$ cat config.mk
export PLATFORM = sky130hd
export DESIGN_NAME = responder_array_flat
export DESIGN_NICKNAME = d
export VERILOG_FILES = /design/src/rtl/responder_array_if.sv /design/src/rtl/responder_array.sv /design/src/flat_wrapper.sv
export SDC_FILE = /design/constraint.sdc
export NUM_CORES = 1
export LEC_CHECK = 0
export CELL_PAD_IN_SITES_DETAIL_PLACEMENT = 0
export CELL_PAD_IN_SITES_GLOBAL_PLACEMENT = 1
export CORE_MARGIN = 5
export CORE_UTILIZATION = 41
export DETAILED_ROUTE_END_ITERATION = 7
export GPL_TIMING_DRIVEN = 0
export PLACE_DENSITY = 0.81
export RECOVER_POWER = 50
export SYNTH_ARGS = -nofsm -noshare
export SYNTH_HDL_FRONTEND = slang
export SYNTH_SLANG_ARGS = --single-unit
$ cat constraint.sdc
create_clock -name CLK -period 3 [get_ports CLK]
set_clock_uncertainty 0.15 [all_clocks]
set_input_delay 0.45 -clock CLK [delete_from_list [all_inputs] [get_ports CLK]]
set_output_delay 0.45 -clock CLK [all_outputs]
set_load 0.1 [all_outputs]
$ cat src/rtl/responder_array_if.sv
// Host-side bundle for the quiz responder: round control, player buttons,
// judge pulses and every status output of responder_array.
interface responder_array_if #(
  parameter int N_PLAYERS = 4,
  parameter int SCORE_W   = 4
);
  localparam int ID_W = (N_PLAYERS <= 2) ? 1 : $clog2(N_PLAYERS);

  // Host to responder
  logic                         Start;
  logic [N_PLAYERS-1:0]         Key_In;
  logic                         Judge_Ok;
  logic                         Judge_Fail;

  // Responder to host
  logic                         Winner_Valid;
  logic [ID_W-1:0]              Winner_Id;
  logic [N_PLAYERS-1:0]         LED_Out;
  logic [N_PLAYERS-1:0]         Foul;
  logic [3:0]                   TimerH;
  logic [3:0]                   TimerL;
  logic                         Time_Over;
  logic                         Buzzer_Req;
  logic [N_PLAYERS*SCORE_W-1:0] Score_Out;
  logic [2:0]                   State_Out;

  // Host / quiz-master side
  modport master (
    output Start, Key_In, Judge_Ok, Judge_Fail,
    input  Winner_Valid, Winner_Id, LED_Out, Foul, TimerH, TimerL,
           Time_Over, Buzzer_Req, Score_Out, State_Out
  );

  // Responder side
  modport slave (
    input  Start, Key_In, Judge_Ok, Judge_Fail,
    output Winner_Valid, Winner_Id, LED_Out, Foul, TimerH, TimerL,
           Time_Over, Buzzer_Req, Score_Out, State_Out
  );
endinterface

$ cat src/rtl/responder_array.sv
// Quiz-show responder: first eligible button wins, false starts are flagged,
// the winner gets a BCD countdown to answer and the host judges the answer.
// Per-player scores saturate and persist across rounds until reset.
module responder_array #(
  parameter int N_PLAYERS  = 4,
  parameter int ANSWER_SEC = 30,
  parameter int TICK_CYC   = 50000000,
  parameter int SCORE_W    = 4
) (
  input logic             CLK,
  input logic             Rst,
  responder_array_if.slave bus
);

  localparam int ID_W  = (N_PLAYERS <= 2) ? 1 : $clog2(N_PLAYERS);
  localparam int PRE_W = $clog2(TICK_CYC);

  localparam logic [3:0]       ANS_H    = 4'(ANSWER_SEC / 10);
  localparam logic [3:0]       ANS_L    = 4'(ANSWER_SEC % 10);
  localparam logic [PRE_W-1:0] PRE_LAST = PRE_W'(TICK_CYC - 1);
  localparam logic [SCORE_W-1:0] SCORE_MAX = '1;

  typedef enum logic [2:0] {
    IDLE    = 3'd0,
    ARMED   = 3'd1,
    ANSWER  = 3'd2,
    TIMEOUT = 3'd3,
    DONE    = 3'd4
  } state_t;

  state_t               state;
  logic [N_PLAYERS-1:0] foul;
  logic                 winner_valid;
  logic [ID_W-1:0]      winner_id;
  logic [N_PLAYERS-1:0] led;
  logic                 buzzer;
  logic                 time_over;
  logic [3:0]           timer_h;
  logic [3:0]           timer_l;
  logic [PRE_W-1:0]     prescaler;
  logic [SCORE_W-1:0]   score [N_PLAYERS];

  logic [N_PLAYERS-1:0]         eligible;
  logic [N_PLAYERS-1:0]         win_onehot;
  logic [ID_W-1:0]              win_id;
  logic                         tick;
  logic                         final_tick;
  logic [N_PLAYERS*SCORE_W-1:0] score_flat;

  // Arbitration and tick decode: lowest-index eligible player wins.
  always_comb begin
    // NOTE: every always_comb output gets a default first so no path infers a latch.
    win_id     = '0;
    eligible   = bus.Key_In & ~foul;
    win_onehot = eligible & (~eligible + N_PLAYERS'(1));
    for (int i = N_PLAYERS - 1; i >= 0; i--) begin
      if (eligible[i]) win_id = ID_W'(i);
    end
    tick       = (prescaler == PRE_LAST);
    final_tick = tick && (timer_h == 4'd0) && (timer_l == 4'd1);
  end

  // Flatten the score array onto the output bus, player i at [i*SCORE_W +: SCORE_W].
  always_comb begin
    score_flat = '0;
    for (int i = 0; i < N_PLAYERS; i++) begin
      score_flat[i*SCORE_W +: SCORE_W] = score[i];
    end
  end

  // Round FSM with all status outputs, countdown timer and scores registered.
  // NOTE: sequential state uses non-blocking assignments only, so every register
  // samples the pre-edge values regardless of statement order.
  always_ff @(posedge CLK) begin
    if (Rst) begin
      state        <= IDLE;
      foul         <= '0;
      winner_valid <= 1'b0;
      winner_id    <= '0;
      led          <= '0;
      buzzer       <= 1'b0;
      time_over    <= 1'b0;
      timer_h      <= ANS_H;
      timer_l      <= ANS_L;
      prescaler    <= '0;
      // NOTE: the score array is real state that must read zero after reset,
      // so it is cleared element by element rather than left as plain storage.
      for (int i = 0; i < N_PLAYERS; i++) score[i] <= '0;
    end else begin
      buzzer <= 1'b0;
      if ((state != IDLE) && !bus.Start) begin
        // Dropping Start aborts any round; entry to IDLE clears the round outputs.
        state        <= IDLE;
        foul         <= '0;
        winner_valid <= 1'b0;
        winner_id    <= '0;
        led          <= '0;
        time_over    <= 1'b0;
        timer_h      <= ANS_H;
        timer_l      <= ANS_L;
        prescaler    <= '0;
      end else begin
        case (state)
          IDLE: begin
            // Any press before the round opens is a false start.
            foul <= foul | bus.Key_In;
            if (bus.Start) state <= ARMED;
          end

          ARMED: begin
            if (|eligible) begin
              winner_valid <= 1'b1;
              winner_id    <= win_id;
              led          <= win_onehot;
              buzzer       <= 1'b1;
              timer_h      <= ANS_H;
              timer_l      <= ANS_L;
              prescaler    <= '0;
              state        <= ANSWER;
            end
          end

          ANSWER: begin
            // A judge decision overrides the timer, even on the final tick.
            if (bus.Judge_Ok) begin
              if (score[winner_id] != SCORE_MAX) begin
                score[winner_id] <= score[winner_id] + SCORE_W'(1);
              end
              state <= DONE;
            end else if (bus.Judge_Fail) begin
              state <= DONE;
            end else if (tick) begin
              prescaler <= '0;
              if (final_tick) begin
                timer_h   <= 4'd0;
                timer_l   <= 4'd0;
                time_over <= 1'b1;
                buzzer    <= 1'b1;
                state     <= TIMEOUT;
              end else if (timer_l == 4'd0) begin
                timer_l <= 4'd9;
                timer_h <= timer_h - 4'd1;
              end else begin
                timer_l <= timer_l - 4'd1;
              end
            end else begin
              prescaler <= prescaler + PRE_W'(1);
            end
          end

          TIMEOUT, DONE: begin
            // Hold timer and winner until the host drops Start.
          end

          default: state <= IDLE;
        endcase
      end
    end
  end

  assign bus.Winner_Valid = winner_valid;
  assign bus.Winner_Id    = winner_id;
  assign bus.LED_Out      = led;
  assign bus.Foul         = foul;
  assign bus.TimerH       = timer_h;
  assign bus.TimerL       = timer_l;
  assign bus.Time_Over    = time_over;
  assign bus.Buzzer_Req   = buzzer;
  assign bus.Score_Out    = score_flat;
  assign bus.State_Out    = state;

endmodule

$ cat src/flat_wrapper.sv
// flat-port wrapper written by rule: the top's interface ports become plain ports
module responder_array_flat 
#(
  parameter int N_PLAYERS  = 4,
  parameter int ANSWER_SEC = 30,
  parameter int TICK_CYC   = 50000000,
  parameter int SCORE_W    = 4
)
  (CLK, Rst, bus_Start, bus_Key_In, bus_Judge_Ok, bus_Judge_Fail, bus_Winner_Valid, bus_Winner_Id, bus_LED_Out, bus_Foul, bus_TimerH, bus_TimerL, bus_Time_Over, bus_Buzzer_Req, bus_Score_Out, bus_State_Out);
  responder_array_if #(.N_PLAYERS(N_PLAYERS), .SCORE_W(SCORE_W)) bus_i ();
  input logic CLK;
  input logic Rst;
  input wire logic [$bits(bus_i.Start)-1:0] bus_Start;
  input wire logic [$bits(bus_i.Key_In)-1:0] bus_Key_In;
  input wire logic [$bits(bus_i.Judge_Ok)-1:0] bus_Judge_Ok;
  input wire logic [$bits(bus_i.Judge_Fail)-1:0] bus_Judge_Fail;
  output wire logic [$bits(bus_i.Winner_Valid)-1:0] bus_Winner_Valid;
  output wire logic [$bits(bus_i.Winner_Id)-1:0] bus_Winner_Id;
  output wire logic [$bits(bus_i.LED_Out)-1:0] bus_LED_Out;
  output wire logic [$bits(bus_i.Foul)-1:0] bus_Foul;
  output wire logic [$bits(bus_i.TimerH)-1:0] bus_TimerH;
  output wire logic [$bits(bus_i.TimerL)-1:0] bus_TimerL;
  output wire logic [$bits(bus_i.Time_Over)-1:0] bus_Time_Over;
  output wire logic [$bits(bus_i.Buzzer_Req)-1:0] bus_Buzzer_Req;
  output wire logic [$bits(bus_i.Score_Out)-1:0] bus_Score_Out;
  output wire logic [$bits(bus_i.State_Out)-1:0] bus_State_Out;
  assign bus_i.Start = bus_Start;
  assign bus_i.Key_In = bus_Key_In;
  assign bus_i.Judge_Ok = bus_Judge_Ok;
  assign bus_i.Judge_Fail = bus_Judge_Fail;
  assign bus_Winner_Valid = bus_i.Winner_Valid;
  assign bus_Winner_Id = bus_i.Winner_Id;
  assign bus_LED_Out = bus_i.LED_Out;
  assign bus_Foul = bus_i.Foul;
  assign bus_TimerH = bus_i.TimerH;
  assign bus_TimerL = bus_i.TimerL;
  assign bus_Time_Over = bus_i.Time_Over;
  assign bus_Buzzer_Req = bus_i.Buzzer_Req;
  assign bus_Score_Out = bus_i.Score_Out;
  assign bus_State_Out = bus_i.State_Out;
  responder_array #(.N_PLAYERS(N_PLAYERS), .ANSWER_SEC(ANSWER_SEC), .TICK_CYC(TICK_CYC), .SCORE_W(SCORE_W)) u_core (.CLK(CLK), .Rst(Rst), .bus(bus_i));
endmodule
; ---- After elaboration in Yosys (flattened, before gate mapping)
; Memory sizes are Yosys's and may differ from the RTL's. A register that Yosys moved wholly into a read port is not among the register bits.
; Cells that the tools add are included.
[word_totals]
ff_bits = 50
mem_bits_rw = 16
in_bits = 9
out_inout_bits = 40
elab_cells = 107
n_memories = 1
[mem_list]
columns = memory, depth, word_bits, rd, rd_ports_with_merged_regs, wr, line_no
row1 = u_core.score, 4, 4, 5, 1, 4, responder_array.sv:41  ; logic [SCORE_W-1:0] score [N_PLAYERS];
[op_classes]
add_sub_neg = 5
eq_ne = 15
muxes = 49
n_bitwise = 8
reduce_logical = 19
[op_table]
columns = operator, n
row1 = $mux 26, 4
row2 = $mux 4, 13
row3 = $pmux 26 s2, 1
row4 = $add 26x1->26 const B, 1
row5 = $eq 26x26->1 const B, 1
row6 = $mux 3, 6
row7 = $pmux 4 s2, 2
row8 = $reduce_and 5->1, 3
row9 = $mux 1, 14
row10 = $mux 2, 7
row11 = $pmux 3 s4, 1
row12 = $add 4x1->4 const B, 2
row13 = $and 4x4->4, 2
row14 = $logic_not 4->1, 2
row15 = $ne 4x3->1 const B, 2
row16 = $not 4->4, 2
row17 = $reduce_or 4->1, 2
row18 = $sub 4x1->4 const B, 2
row19 = $eq 3x2->1 const B, 2
row20 = $ne 2x2->1 const B, 3
row21 = $reduce_and 6->1, 1
row22 = $eq 4x1->1 const B, 1
row23 = $ne 2x1->1 const B, 2
row24 = $ne 4x4->1 const B, 1
row25 = other kinds (14), 19

; ---- Depth between registers and ports, before layout
; Gate-level depths: netlist of run 1.
[depth]
ltp_word = 9
depth_mapped = 9
ltp_nobuf = 7

; ---- Least setup slack after synthesis of run 1
; Ideal clock, no wire load.
[synth_timing]
kind = register to register
from = register u_core.state[1] (netlist: u_core.bus.State_Out[1])
to = register u_core.prescaler[13]
setup_time_ns = 0.066
arrival_ns = 2.901
required_ns = 2.784
path_slack_ns = -0.117
stages_incl_launch_ff = 6
path_buffers = 0
synth_period_minus_slack_ns = 3.117
path_cell_list = dfxtp_1 or4b_4 a211o_1 a2111o_1 or4b_4 a21oi_2
[synth_via]
elab_chain_len = 3
elab_cells_between_ends = 11
classes_between = eq/ne: 5 / mux: 1 / reduce/logical: 5
[synth_lines]
columns = item, line_no
row1 = "start, declared", responder_array.sv:31  ; state_t state;
row2 = "start signal, assigned", responder_array.sv:76  ; state <= IDLE;
row3 = "start signal, assigned", responder_array.sv:93  ; state <= IDLE;
row4 = "start signal, assigned", responder_array.sv:107  ; if (bus.Start) state <= ARMED;
row5 = "$eq 3x1->1, or another cell as far along", responder_array.sv:103  ; case (state)
row6 = "$ne 2x1->1 (no source line), or another cell as far along", --
row7 = $reduce_and 4->1 (no source line) or $reduce_or 2->1 (tied branches), --
row8 = "end signal, assigned", responder_array.sv:147  ; prescaler <= prescaler + PRE_W'(1);
row9 = "end, declared", responder_array.sv:40  ; logic [PRE_W-1:0] prescaler;
; Parallel ways exist; a longest one is shown, timed or not.
; A chain may end at the register's enable or synchronous reset.

; ---- Worst setup path after layout of run 1
[layout_timing]
from = input bus_Judge_Ok
to = register u_core.prescaler[13]
[layout_via]
elab_chain_len = 2
[layout_lines]
columns = item, line_no
row1 = "start, declared", flat_wrapper.sv:15  ; input wire logic [$bits(bus_i.Judge_Ok)-1:0] bus_Judge_Ok;
row2 = $ne 2x2->1 (no source line), --
row3 = $reduce_and 4->1 (no source line), --
; No other way between the ends.

==> results of run 1 <==
## cell usage after synthesis, types with 3 or more instances
cell type	count	share of area [%]
a211oi_1	4	0.89
a21oi_1	37	5.5
and3_1	3	0.55
and4_1	3	0.78
buf_2	3	0.44
clkbuf_1	8	0.89
dfxtp_1	52	31
edfxtp_1	16	14
ha_1	6	2.2
inv_1	14	1.6
mux4_2	4	2.7
nand2_1	17	1.9
nand2b_1	9	1.7
nand3_1	9	1.3
nand4_1	4	0.74
nor2_1	47	5.2
nor2b_1	5	0.92
nor3_1	7	1.0
nor4_1	3	0.55
o2111ai_1	5	1.3
o211ai_1	4	0.89
o21ai_0	19	2.8
o31a_1	3	0.78
o31ai_1	9	2.0
or2_2	3	0.55
or3_1	11	2.0
or3b_2	4	1.0
or4_1	12	2.7
xnor2_1	6	1.6
xor2_1	6	1.6
## worst min-delay path by stage
stage	from	cells after the start	slack [ps]	endpoint
after floorplan	u_core.prescaler[25]$_SDFFE_PP0P_	2	300	u_core.prescaler[25]$_SDFFE_PP0P_
after global placement	u_core.bus.Winner_Valid$_SDFFE_PP0P_	2	290	u_core.bus.Winner_Valid$_SDFFE_PP0P_
after detailed placement	u_core.bus.Winner_Valid$_SDFFE_PP0P_	2	290	u_core.bus.Winner_Valid$_SDFFE_PP0P_
after CTS	u_core.bus.Winner_Valid$_SDFFE_PP0P_	2	300	u_core.bus.Winner_Valid$_SDFFE_PP0P_
after global routing	u_core.bus.LED_Out[1]$_SDFFE_PP0P_	2	320	u_core.bus.LED_Out[1]$_SDFFE_PP0P_
final	u_core.bus.Winner_Valid$_SDFFE_PP0P_	2	300	u_core.bus.Winner_Valid$_SDFFE_PP0P_
## power breakdown
group / switching, mW / leakage (nW) / internal [mW]
combinational: 0.513 / 0.782 / 0.164
sequential: 0.0405 / 0.587 / 0.981
clock: 0.367 / 0.102 / 0.468
total: 0.921 / 1.47 / 1.61
## kinds of logic (layout without fill, tap and decap cells)
family,Yosys count,count (layout),synth area share [%]
adders and majority gates,6,6,2.22
buffers and inverters,26,90,3.22
xor gates and xnor gates,12,12,3.11
muxes,5,5,2.96
DFF,68,68,45.0
and+or+nand+nor,155,155,25.8
AOI/OAI and AO/OA,95,95,17.7
## cell type report
class / count / area [sq um]
plain buffers: 12 / 56.3
clock buffers: 10 / 128
clock inverters: 6 / 88.8
fillers: 785 / 3890
inverters: 14 / 52.6
multi-input cells: 273 / 1780
flip-flops and latches: 68 / 1520
well taps: 105 / 131
repair buffers: 48 / 480
## stage by stage
stage	instances	instance area (sq um)	setup TNS [ps]	worst slack [ps]	hold WS [ps]
after global placement	520	4010	-4100	-215	287
after floorplan	367	3400	0	2.31	297
after CTS	536	4230	0	73.9	302
final	536	4240	0	109	296
after global routing	536	4240	0	13.3	317
after detailed placement	520	4010	-4640	-228	290
## timing repair
| item | CTS | global route |
|---|---|---|
| resized for setup | 0 | 2 |
| endpoints found under the setup margin | 0 | 20 |
| hold buffers | 0 | 0 |
## layer usage
layer  GRT usage (%)  share of wire [%]
met3            4.36                4.7
met1            24.2                 49
met2            25.4                 45
met4            4.97                1.1
met5               0                  0
## registers in the layout, indices dropped and copies added, names as in the netlist, named ones only
name                     flops
u_core.bus.TimerL            4
u_core.bus.Time_Over         1
u_core.bus.LED_Out           4
u_core.bus.Winner_Valid      1
u_core.bus.State_Out         3
u_core.bus.Winner_Id         2
u_core.bus.Buzzer_Req        1
u_core.bus.Foul              4
u_core.prescaler            26
u_core.bus.TimerH            4
u_core.score                16
## tightest hold or removal path, cell delays in order (launching register included)
cell	delay (ps)
dfxtp_1	310
inv_1	50
a21oi_1	50
==> impl_metrics.xml, run 1 <==
<?xml version="1.0" encoding="UTF-8"?>
<metrics>
  <group name="hold_path">
    <metric name="holdCritPathClass" unit="">flip-flop to flip-flop</metric>
  </group>
  <group name="floorplan">
    <metric name="die_w" unit="um">101</metric>
    <metric name="core_region_area" unit="sq mm">0.00813</metric>
    <metric name="die_height" unit="um">101</metric>
    <metric name="dieArea" unit="sq mm">0.0102</metric>
    <metric name="io_pins" unit="">49</metric>
    <metric name="start_util" unit="%">41.6</metric>
    <metric name="placement_row_count" unit="">33</metric>
  </group>
  <group name="clocking">
    <metric name="clk_latency" unit="ps">350</metric>
    <metric name="htree_levels" unit="">3</metric>
    <metric name="cts.path.max_buffers" unit="">2</metric>
    <metric name="clk_pin_slew" unit="ps">80</metric>
    <metric name="ctsRootBufferMaster" unit="">clkbuf_8</metric>
    <metric name="post-cts-setup-buffer-count" unit="">0</metric>
    <metric name="clock_tree_from_tritoncts" unit="">yes</metric>
    <metric name="number_of_buffers_added_by_the_clock_tree_synthesis_step" unit="">9</metric>
    <metric name="clock_sinks" unit="">68</metric>
  </group>
  <group name="worst_setup_path">
    <metric name="worstSetupEndpoint" unit="">u_core.prescaler[13]$_SDFFE_PP0P_</metric>
    <metric name="worstPathRequired" unit="ps">3140</metric>
    <metric name="timing.critical_path.slowest_stage_cell" unit="">or4b_4</metric>
    <metric name="cp_slowest_stage_delay" unit="ps">570</metric>
    <metric name="cp-startpoint" unit="">bus_Judge_Ok</metric>
    <metric name="cp.depth" unit="">6</metric>
    <metric name="worst-endpoint-arrival" unit="ps">3030</metric>
    <metric name="path_common_cell" unit="">or4b_4</metric>
    <metric name="worst-setup-path-type" unit="">input pin to flip-flop</metric>
    <metric name="cp_cell_sequence" unit="">clkdlybuf4s50_1, or4b_4, a211o_1, a2111o_1, or4b_4, a21oi_2</metric>
    <metric name="timing.critical_path.buf_inv" unit="">1</metric>
    <metric name="timing.reg2reg.setup_slack" unit="ps">150</metric>
    <metric name="endpoint_kind" unit="">flip-flop</metric>
    <metric name="crit_path_max_fanout" unit="">7</metric>
    <metric name="critical_path.reg2reg.endpoint" unit="">u_core.score[2][2]$_SDFFCE_PN0P_</metric>
    <metric name="critPathLaunchType" unit="">input pin</metric>
    <metric name="worst_r2r_path_depth" unit="">6</metric>
    <metric name="critical_path.top_delay_family" unit="">simple AND/OR/NAND/NOR gates</metric>
  </group>
  <group name="yosys">
    <metric name="synth_warnings" unit="">0</metric>
    <metric name="ys_ff_latch" unit="">68</metric>
    <metric name="cells_after_synthesis" unit="">367</metric>
    <metric name="synth-main-ff-cell" unit="">dfxtp_1</metric>
    <metric name="synth.lib_cells_used.distinct" unit="">53</metric>
    <metric name="number_of_synthesized_flops_with_an_enable_pin" unit="">16</metric>
    <metric name="synth_sequential_area_ratio" unit="%">45.0</metric>
    <metric name="netlist_area" unit="sq mm">0.00338</metric>
    <metric name="mappedNetlistNets" unit="">382</metric>
    <metric name="async_flop_share" unit="%">0</metric>
    <metric name="postSynthAreaPerCell" unit="sq um">9.22</metric>
  </group>
  <group name="final_layout">
    <metric name="final_layout_size_suffix_gt1_share" unit="%">9.98</metric>
    <metric name="antennaDiodeCount" unit="">0</metric>
    <metric name="number_of_nets_in_the_layout" unit="">441</metric>
    <metric name="most-common-layout-cells" unit="">51 x dfxtp_1, 47 x nor2_1, 37 x a21oi_1, 37 x dlygate4sd3_1, 19 x o21ai_0</metric>
    <metric name="layout.cells.most_common" unit="">dfxtp_1</metric>
    <metric name="finish.utilization" unit="%">52.2</metric>
    <metric name="area_growth" unit="%">25.4</metric>
  </group>
  <group name="placed_design">
    <metric name="globalplace.congestion" unit="">0.814</metric>
    <metric name="port_buffers" unit="">48</metric>
    <metric name="dpl.hpwl" unit="mm">6.17</metric>
  </group>
  <group name="grt">
    <metric name="gr-usage-all-layers" unit="%">17.0</metric>
    <metric name="largest_net_degree_at_the_start_of_global_routing" unit="">13</metric>
    <metric name="number_of_antenna_violations_at_the_first_check_in_global_routing" unit="">0</metric>
    <metric name="grt_ovf" unit="">0</metric>
    <metric name="vias_in_the_first_global_route" unit="">2806</metric>
    <metric name="first_pass_grt_wire_length" unit="mm">13.7</metric>
  </group>
  <group name="sta">
    <metric name="transition_time_at_the_pin_with_the_least_slew_margin" unit="ps">989</metric>
    <metric name="max-slew-margin-rel" unit="%">33.8</metric>
    <metric name="finalCritPeriodShare" unit="%">96.4</metric>
    <metric name="report.final.setup_viol" unit="">0</metric>
    <metric name="rsz0062_at_grt" unit="">no</metric>
    <metric name="hold_viol" unit="">0</metric>
    <metric name="min_period" unit="ps">2890</metric>
    <metric name="max_freq" unit="GHz">0.346</metric>
    <metric name="drv_slew" unit="">0</metric>
  </group>
  <group name="run">
    <metric name="cap_violations" unit="">0</metric>
  </group>
  <group name="detailed_routing">
    <metric name="detail_route.iter0.violations" unit="">140</metric>
    <metric name="wl_per_cell" unit="um">15.4</metric>
    <metric name="drt-total-wl" unit="mm">8.27</metric>
    <metric name="dr_total_vias" unit="">2948</metric>
    <metric name="remaining_drc_errors" unit="">0</metric>
    <metric name="vias_per_cell" unit="">5.50</metric>
    <metric name="firstDrtPassIters" unit="">4</metric>
    <metric name="route.antenna.remaining_nets" unit="">0</metric>
  </group>
  <group name="power_and_ir_drop">
    <metric name="power.ir.vdd_worst" unit="mV">0.385</metric>
    <metric name="power.leakage" unit="nW">1.47</metric>
    <metric name="powerDensity" unit="mW/mm^2">597</metric>
    <metric name="report.power.total" unit="mW">2.53</metric>
  </group>
  <group name="status">
    <metric name="outcome" unit="">completed</metric>
  </group>
</metrics>
No activity file was read; power rests on OpenSTA's default activity.
==> inputs of run 2 (changes only) <==
==> constraint.sdc (replaced) <==
create_clock -name CLK -period 3 [get_ports CLK]
set_clock_uncertainty 0.15 [all_clocks]
set_input_delay 0.45 -clock CLK [delete_from_list [all_inputs] [get_ports CLK]]
set_output_delay 0.45 -clock CLK [all_outputs]
set_load 0.01 [all_outputs]
==> run 2 against run 1 <==
Net effect:
- worst hold slack worse by 2.9 ps
- global-route usage down 0.42 points
- utilization down 0.72 points
- power down 17%
- register-to-register slack better by 40 ps
- via count up 0.95%
- sequential cell count unchanged
- highest routed layer unchanged
==> impl_metrics.xml, run 2 (synthesized netlist as in run 1, its figures left out) <==
<?xml version="1.0" encoding="UTF-8"?>
<metrics>
  <group name="status">
    <metric name="outcome" unit="">completed</metric>
  </group>
  <group name="sta">
    <metric name="max-slew-margin-rel" unit="%">44.1</metric>
    <metric name="min_period" unit="ps">2870</metric>
    <metric name="transition_time_at_the_pin_with_the_least_slew_margin" unit="ps">832</metric>
    <metric name="hold_viol" unit="">0</metric>
    <metric name="report.final.setup_viol" unit="">0</metric>
    <metric name="finalCritPeriodShare" unit="%">95.7</metric>
    <metric name="finalWorstSetupSlack" unit="ps">130</metric>
    <metric name="rsz0062_at_grt" unit="">no</metric>
    <metric name="drv_slew" unit="">0</metric>
    <metric name="tns" unit="ps">0</metric>
    <metric name="whs" unit="ps">293</metric>
    <metric name="max_freq" unit="GHz">0.348</metric>
  </group>
  <group name="final_layout">
    <metric name="layout.cells.most_common" unit="">dfxtp_1</metric>
    <metric name="max_flop_register" unit="">u_core.prescaler</metric>
    <metric name="number_of_nets_in_the_layout" unit="">441</metric>
    <metric name="antennaDiodeCount" unit="">0</metric>
    <metric name="fill_cells" unit="">782</metric>
    <metric name="area_growth" unit="%">23.6</metric>
    <metric name="largestRegisters" unit="">u_core.prescaler x26, u_core.score x16</metric>
    <metric name="most-common-layout-cells" unit="">51 x dfxtp_1, 47 x nor2_1, 40 x dlygate4sd3_1, 37 x a21oi_1, 19 x o21ai_0</metric>
    <metric name="final_layout_size_suffix_gt1_share" unit="%">9.74</metric>
    <metric name="finish.utilization" unit="%">51.4</metric>
    <metric name="largest_reg_flops" unit="">26</metric>
  </group>
  <group name="grt">
    <metric name="number_of_antenna_violations_at_the_first_check_in_global_routing" unit="">0</metric>
    <metric name="largest_net_degree_at_the_start_of_global_routing" unit="">14</metric>
    <metric name="vias_in_the_first_global_route" unit="">2762</metric>
    <metric name="first_pass_grt_wire_length" unit="mm">13.4</metric>
    <metric name="grt_ovf" unit="">0</metric>
    <metric name="gr-usage-all-layers" unit="%">16.6</metric>
  </group>
  <group name="power_and_ir_drop">
    <metric name="clockPowerShare" unit="%">31.8</metric>
    <metric name="p_switching" unit="uW">664</metric>
    <metric name="p_int" unit="mW">1.45</metric>
    <metric name="power.ir.vdd_worst" unit="mV">0.270</metric>
    <metric name="power.sequential.fraction" unit="%">48.4</metric>
    <metric name="powerDensity" unit="mW/mm^2">504</metric>
    <metric name="comb_power_share" unit="%">19.9</metric>
    <metric name="switching_share" unit="%">31.5</metric>
    <metric name="power.leakage" unit="nW">1.46</metric>
  </group>
  <group name="clocking">
    <metric name="post_cts_hold_buffer_count" unit="">0</metric>
    <metric name="ctsRootBufferMaster" unit="">clkbuf_8</metric>
    <metric name="number_of_buffers_added_by_the_clock_tree_synthesis_step" unit="">9</metric>
    <metric name="cts.path.max_buffers" unit="">2</metric>
    <metric name="clock_tree_from_tritoncts" unit="">yes</metric>
    <metric name="htree_levels" unit="">3</metric>
    <metric name="clk_latency" unit="ps">350</metric>
    <metric name="post-cts-setup-buffer-count" unit="">0</metric>
    <metric name="clk_pin_slew" unit="ps">70</metric>
    <metric name="clock_sinks" unit="">68</metric>
  </group>
  <group name="worst_setup_path">
    <metric name="path_common_cell" unit="">or4b_4</metric>
    <metric name="timing.critical_path.slowest_stage_cell" unit="">or4b_4</metric>
    <metric name="worst-endpoint-arrival" unit="ps">3000</metric>
    <metric name="cp_slowest_stage_delay" unit="ps">580</metric>
    <metric name="cp-startpoint" unit="">bus_Judge_Ok</metric>
    <metric name="worstPathRequired" unit="ps">3130</metric>
    <metric name="worst-setup-path-type" unit="">input pin to flip-flop</metric>
    <metric name="timing.critical_path.buf_inv" unit="">1</metric>
    <metric name="crit_path_max_fanout" unit="">7</metric>
    <metric name="critPathLaunchType" unit="">input pin</metric>
    <metric name="critical_path.top_delay_family" unit="">simple AND/OR/NAND/NOR gates</metric>
    <metric name="endpoint_kind" unit="">flip-flop</metric>
    <metric name="cp_cell_sequence" unit="">clkdlybuf4s50_1, or4b_4, a211o_1, a2111o_1, or4b_4, a21oi_2</metric>
  </group>
  <group name="floorplan">
    <metric name="core_region_area" unit="sq mm">0.00813</metric>
    <metric name="placement_row_count" unit="">33</metric>
    <metric name="die_w" unit="um">101</metric>
    <metric name="die_height" unit="um">101</metric>
    <metric name="dieArea" unit="sq mm">0.0102</metric>
    <metric name="start_util" unit="%">41.6</metric>
    <metric name="io_pins" unit="">49</metric>
  </group>
  <group name="placed_design">
    <metric name="pre_cts_slack" unit="ps">-219</metric>
    <metric name="dpl.hpwl" unit="mm">6.17</metric>
    <metric name="globalplace.congestion" unit="">0.791</metric>
    <metric name="port_buffers" unit="">48</metric>
  </group>
  <group name="detailed_routing">
    <metric name="detail_route.iter0.violations" unit="">202</metric>
    <metric name="firstDrtPassIters" unit="">4</metric>
    <metric name="drt-total-wl" unit="mm">8.19</metric>
    <metric name="route.antenna.remaining_nets" unit="">0</metric>
    <metric name="remaining_drc_errors" unit="">0</metric>
    <metric name="dr_total_vias" unit="">2976</metric>
    <metric name="vias_per_cell" unit="">5.55</metric>
    <metric name="wl_per_cell" unit="um">15.3</metric>
  </group>
  <group name="hold_path">
    <metric name="critical_hold_path_startpoint" unit="">u_core.bus.Winner_Valid$_SDFFE_PP0P_</metric>
    <metric name="holdCritPathClass" unit="">flip-flop to flip-flop</metric>
  </group>
  <group name="run">
    <metric name="cap_violations" unit="">0</metric>
  </group>
</metrics>
[run 2: power by group through the flow]
stage	Clock [mW]	Combinational [mW]	Sequential (mW)
after floorplan	0	0.242	1.05
after global placement	0	0.426	1.04
after detailed placement	0	0.430	1.04
after CTS	0.682	0.432	1.02
after global routing	0.725	0.461	1.03
final	0.670	0.419	1.02
[run 2: path summary, 6_finish.rpt]
check                                         endpoint  slack [ps]  depth (start not counted)
hold / removal    u_core.bus.Winner_Valid$_SDFFE_PP0P_         290                          2
hold reg to reg   u_core.bus.Winner_Valid$_SDFFE_PP0P_         290                          2
setup reg to reg      u_core.score[2][2]$_SDFFCE_PN0P_         190                          6
setup / recovery     u_core.prescaler[13]$_SDFFE_PP0P_         130                          6
[run 2: what timing repair did]
action | CTS | global route
endpoints found under the hold margin | 0 | 0
endpoints found under the setup margin | 0 | 30
gates resized for setup | 0 | 3
[run 2: cell type report]
cell class                 count  area, sq um  share of cell area (%)
buffer                        12         56.3                    1.35
sequential                    68         1520                    36.4
tap                          105          131                    3.14
clock inverter                 7         48.8                    1.17
inverter                      14         52.6                    1.26
clock buffer                   9          124                    2.96
multi-input combinational    273         1770                    42.3
timing repair buffer          48          480                    11.5
[run 2: metal layers]
| layer | track usage, % | vias to the layer above | part of all wire [%] | wire length, um |
|---|---|---|---|---|
| li1 | - | 1495 | - | - |
| met4 | 4.77 | 0 | 1.2 | 99 |
| met5 | 0 | - | 0 | 0 |
| met2 | 25.8 | 69 | 45 | 3680 |
| met3 | 3.94 | 8 | 5.5 | 453 |
| met1 | 22.9 | 1404 | 48 | 3960 |
[run 2: worst min-delay path, delay by kind of cell, from the launching register on]
family          cells  cell delay, ps
compound gates      1              50
buf+inv             1              40
flops               1             310
[run 2: metrics by stage]
stage,instances,power (mW),cell area (sq um)
6_report,536,2.11,4180
5_1_grt,536,2.22,4180
4_1_cts,536,2.14,4170
3_5_place_dp,520,1.47,4000
3_3_place_gp,520,1.47,4000
2_1_floorplan,367,1.29,3380
==> inputs of run 3 (changes only) <==
--- a/config.mk
+++ b/config.mk
@@ -5,13 +5,14 @@
 export SDC_FILE = /design/constraint.sdc
 export NUM_CORES = 1
 export LEC_CHECK = 0
+export ABC_AREA = 1
 export CELL_PAD_IN_SITES_DETAIL_PLACEMENT = 0
 export CELL_PAD_IN_SITES_GLOBAL_PLACEMENT = 1
 export CORE_MARGIN = 5
-export CORE_UTILIZATION = 41
+export CORE_UTILIZATION = 40
 export DETAILED_ROUTE_END_ITERATION = 7
 export GPL_TIMING_DRIVEN = 0
-export PLACE_DENSITY = 0.81
+export PLACE_DENSITY = 0.82
 export RECOVER_POWER = 50
 export SYNTH_ARGS = -nofsm -noshare
 export SYNTH_HDL_FRONTEND = slang
==> run 3 against run 2 <==
Net effect:
- power grew 44%
- sequential share of layout area shrank 0.94 points
- clock-buffer cell count grew 1
- final area grew 2.6%
- first-iteration DRC count shrank 40%
- non-clock buffer count shrank 7
- critical path depth grew 6
- synthesized area grew 3.4%
- combinational power grew to 2.7 times the previous value
- largest power group is now combinational logic
==> impl_metrics.xml, run 3 <==
<?xml version="1.0" encoding="UTF-8"?>
<metrics>
  <group name="yosys">
    <metric name="netlist_area" unit="sq mm">0.00350</metric>
    <metric name="async_flop_share" unit="%">0</metric>
    <metric name="synth_simple_gate_area_share" unit="%">33.5</metric>
    <metric name="synth.top_cell.area_share" unit="%">29.8</metric>
    <metric name="yosys.area_share.adder" unit="%">2.15</metric>
    <metric name="synth_sequential_area_ratio" unit="%">43.5</metric>
    <metric name="synth_commonest_cells" unit="">102 x nand2_1, 73 x nor2_1, 62 x inv_1</metric>
    <metric name="synth.area.mux_share" unit="%">0</metric>
    <metric name="dominant_combinational_cell_family_by_area_after_synthesis" unit="">simple AND/OR/NAND/NOR gates</metric>
    <metric name="synth.largest_area_cell" unit="">dfxtp_1</metric>
    <metric name="synth.lib_cells_used.distinct" unit="">43</metric>
    <metric name="cells_after_synthesis" unit="">471</metric>
    <metric name="mappedNetlistNets" unit="">486</metric>
    <metric name="number_of_synthesized_flops_with_an_enable_pin" unit="">16</metric>
    <metric name="synth_top_cells_by_area" unit="">dfxtp_1 30%, edfxtp_1 14%, nand2_1 11%, nor2_1 7.8%, inv_1 6.7%</metric>
    <metric name="post_synth_xor_area_fraction" unit="%">2.25</metric>
    <metric name="synthMostInstantiatedCell" unit="">nand2_1</metric>
    <metric name="synth_warnings" unit="">0</metric>
    <metric name="synth-main-ff-cell" unit="">dfxtp_1</metric>
    <metric name="synth-compound-area-share" unit="%">9.84</metric>
    <metric name="postSynthAreaPerCell" unit="sq um">7.43</metric>
    <metric name="ys_ff_latch" unit="">68</metric>
  </group>
  <group name="power_and_ir_drop">
    <metric name="power.sequential.fraction" unit="%">37.6</metric>
    <metric name="p_int" unit="mW">1.84</metric>
    <metric name="power.ir.vdd_worst" unit="mV">0.440</metric>
    <metric name="powerDensity" unit="mW/mm^2">706</metric>
    <metric name="power.leakage" unit="nW">1.82</metric>
    <metric name="switching_share" unit="%">39.2</metric>
    <metric name="clockPowerShare" unit="%">24.3</metric>
    <metric name="p_switching" unit="mW">1.19</metric>
    <metric name="comb_power_share" unit="%">38.1</metric>
  </group>
  <group name="detailed_routing">
    <metric name="firstDrtPassIters" unit="">6</metric>
    <metric name="remaining_drc_errors" unit="">0</metric>
    <metric name="drt-total-wl" unit="mm">8.21</metric>
    <metric name="vias_per_cell" unit="">4.93</metric>
    <metric name="detail_route.iter0.violations" unit="">121</metric>
    <metric name="dr_total_vias" unit="">3170</metric>
    <metric name="route.antenna.remaining_nets" unit="">0</metric>
    <metric name="wl_per_cell" unit="um">12.8</metric>
  </group>
  <group name="sta">
    <metric name="max-slew-margin-rel" unit="%">59.3</metric>
    <metric name="finalCritPeriodShare" unit="%">85.0</metric>
    <metric name="min_period" unit="ps">2550</metric>
    <metric name="drv_slew" unit="">0</metric>
    <metric name="hold_viol" unit="">0</metric>
    <metric name="max_freq" unit="GHz">0.392</metric>
    <metric name="transition_time_at_the_pin_with_the_least_slew_margin" unit="ps">605</metric>
    <metric name="report.final.setup_viol" unit="">0</metric>
    <metric name="rsz0062_at_grt" unit="">no</metric>
    <metric name="tns" unit="ps">0</metric>
  </group>
  <group name="worst_setup_path">
    <metric name="worst-setup-path-type" unit="">flip-flop to flip-flop</metric>
    <metric name="critPathLaunchType" unit="">flip-flop</metric>
    <metric name="worst_r2r_path_depth" unit="">12</metric>
    <metric name="endpoint_kind" unit="">flip-flop</metric>
    <metric name="worst-endpoint-arrival" unit="ps">2440</metric>
    <metric name="worstPathRequired" unit="ps">2890</metric>
    <metric name="crit_path_max_fanout" unit="">9</metric>
  </group>
  <group name="grt">
    <metric name="first_pass_grt_wire_length" unit="mm">14.4</metric>
    <metric name="gr-usage-all-layers" unit="%">16.0</metric>
    <metric name="largest_net_degree_at_the_start_of_global_routing" unit="">13</metric>
    <metric name="grt_ovf" unit="">0</metric>
    <metric name="number_of_antenna_violations_at_the_first_check_in_global_routing" unit="">0</metric>
    <metric name="vias_in_the_first_global_route" unit="">3095</metric>
  </group>
  <group name="hold_path">
    <metric name="worstHoldPathCells" unit="">2</metric>
    <metric name="holdCritPathClass" unit="">flip-flop to flip-flop</metric>
  </group>
  <group name="final_layout">
    <metric name="area_growth" unit="%">22.7</metric>
    <metric name="largest_reg_flops" unit="">26</metric>
    <metric name="fill_cells" unit="">904</metric>
    <metric name="antennaDiodeCount" unit="">0</metric>
    <metric name="max_flop_register" unit="">u_core.prescaler</metric>
    <metric name="number_of_nets_in_the_layout" unit="">545</metric>
    <metric name="final_layout_size_suffix_gt1_share" unit="%">8.04</metric>
    <metric name="cell_area_after_layout" unit="sq mm">0.00429</metric>
    <metric name="most-common-layout-cells" unit="">102 x nand2_1, 73 x nor2_1, 63 x inv_1, 52 x dfxtp_1, 40 x dlygate4sd3_1</metric>
    <metric name="layout.cells.most_common" unit="">nand2_1</metric>
    <metric name="largestRegisters" unit="">u_core.prescaler x26, u_core.score x16</metric>
  </group>
  <group name="clocking">
    <metric name="clock_sinks" unit="">68</metric>
    <metric name="htree_levels" unit="">3</metric>
    <metric name="post_cts_resize_count" unit="">0</metric>
    <metric name="clock_tree_from_tritoncts" unit="">yes</metric>
    <metric name="cts.path.max_buffers" unit="">2</metric>
    <metric name="clk_latency" unit="ps">350</metric>
    <metric name="ctsRootBufferMaster" unit="">clkbuf_8</metric>
    <metric name="number_of_buffers_added_by_the_clock_tree_synthesis_step" unit="">9</metric>
    <metric name="clk_pin_slew" unit="ps">70</metric>
    <metric name="post_cts_hold_buffer_count" unit="">0</metric>
    <metric name="post-cts-setup-buffer-count" unit="">0</metric>
  </group>
  <group name="placed_design">
    <metric name="dpl.hpwl" unit="mm">6.47</metric>
    <metric name="place_area" unit="sq mm">0.00411</metric>
    <metric name="globalplace.congestion" unit="">0.888</metric>
    <metric name="port_buffers" unit="">48</metric>
  </group>
  <group name="status">
    <metric name="outcome" unit="">completed</metric>
  </group>
  <group name="floorplan">
    <metric name="io_pins" unit="">49</metric>
    <metric name="die_height" unit="um">104</metric>
    <metric name="die_w" unit="um">104</metric>
    <metric name="dieArea" unit="sq mm">0.0107</metric>
    <metric name="start_util" unit="%">40.5</metric>
    <metric name="core_region_area" unit="sq mm">0.00864</metric>
    <metric name="placement_row_count" unit="">34</metric>
  </group>
  <group name="run">
    <metric name="cap_violations" unit="">0</metric>
  </group>
</metrics>
[run 3: path summary, 6_finish.rpt]
kind	slack, ps	startpoint	end
setup reg to reg	450	flip-flop	u_core.score[1][3]$_SDFFCE_PN0P_
setup / recovery	450	flip-flop	u_core.score[1][3]$_SDFFCE_PN0P_
hold / removal	310	u_core.bus.LED_Out[3]$_SDFFE_PP0P_	u_core.bus.LED_Out[3]$_SDFFE_PP0P_
hold reg to reg	310	u_core.bus.LED_Out[3]$_SDFFE_PP0P_	u_core.bus.LED_Out[3]$_SDFFE_PP0P_
[run 3: cell families after synthesis]
logic type	count (synthesis)
AOI/OAI and AO/OA	60
xor gates and xnor gates	9
adders and majority gates	6
buffers and inverters	73
DFF	68
and+or+nand+nor	255
[run 3: stage by stage]
step                power, mW  cells  worst slack (ps)  hold WS [ps]  util, %
floorplan                1.94    471               802           301        -
global placement         2.35    627               525           301     47.6
detailed placement       2.37    627               466           305     47.6
CTS                      3.12    643               455           316     49.9
global route             3.26    643               227           330     49.7
finish                   3.03    643               449           310     49.7
[run 3: power groups by stage]
stage	Sequential, mW	Combinational [mW]	Clock (mW)
2_1_floorplan	1.19	0.751	0
3_3_place_gp	1.16	1.18	0
3_5_place_dp	1.17	1.20	0
4_1_cts	1.15	1.21	0.763
5_1_grt	1.16	1.31	0.797
6_report	1.14	1.15	0.737
[run 3: layer usage]
metal | vias up | routed length, um | track usage [%] | part of all wire [%]
met2 | 67 | 3870 | 26.0 | 47
met1 | 1438 | 3750 | 19.7 | 46
met4 | 0 | 175 | 6.09 | 2.1
met3 | 15 | 417 | 5.16 | 5.1
li1 | 1650 | - | - | -
met5 | - | 0 | 0 | 0
[run 3: final cells by class]
cell class / instances / area, sq um / area share [%]
multi-input cells: 330 / 1660 / 38.6
flip-flops and latches: 68 / 1520 / 35.5
well taps: 108 / 135 / 3.15
plain buffers: 5 / 45.0 / 1.05
inverters: 68 / 260 / 6.06
clock buffers: 10 / 128 / 2.97
repair buffers: 48 / 480 / 11.2
clock inverters: 6 / 65.1 / 1.52
[run 3: critical path, cell delays in order, from the launching register on]
cell	delay [ps]
dfxtp_1	310
buf_4	140
clkinv_1	210
o21ai_0	220
o22ai_1	130
ha_1	240
inv_1	60
nor2_1	40
nand2_1	70
nand2_1	70
nor2_2	170
nand3_1	220
nand2_1	210
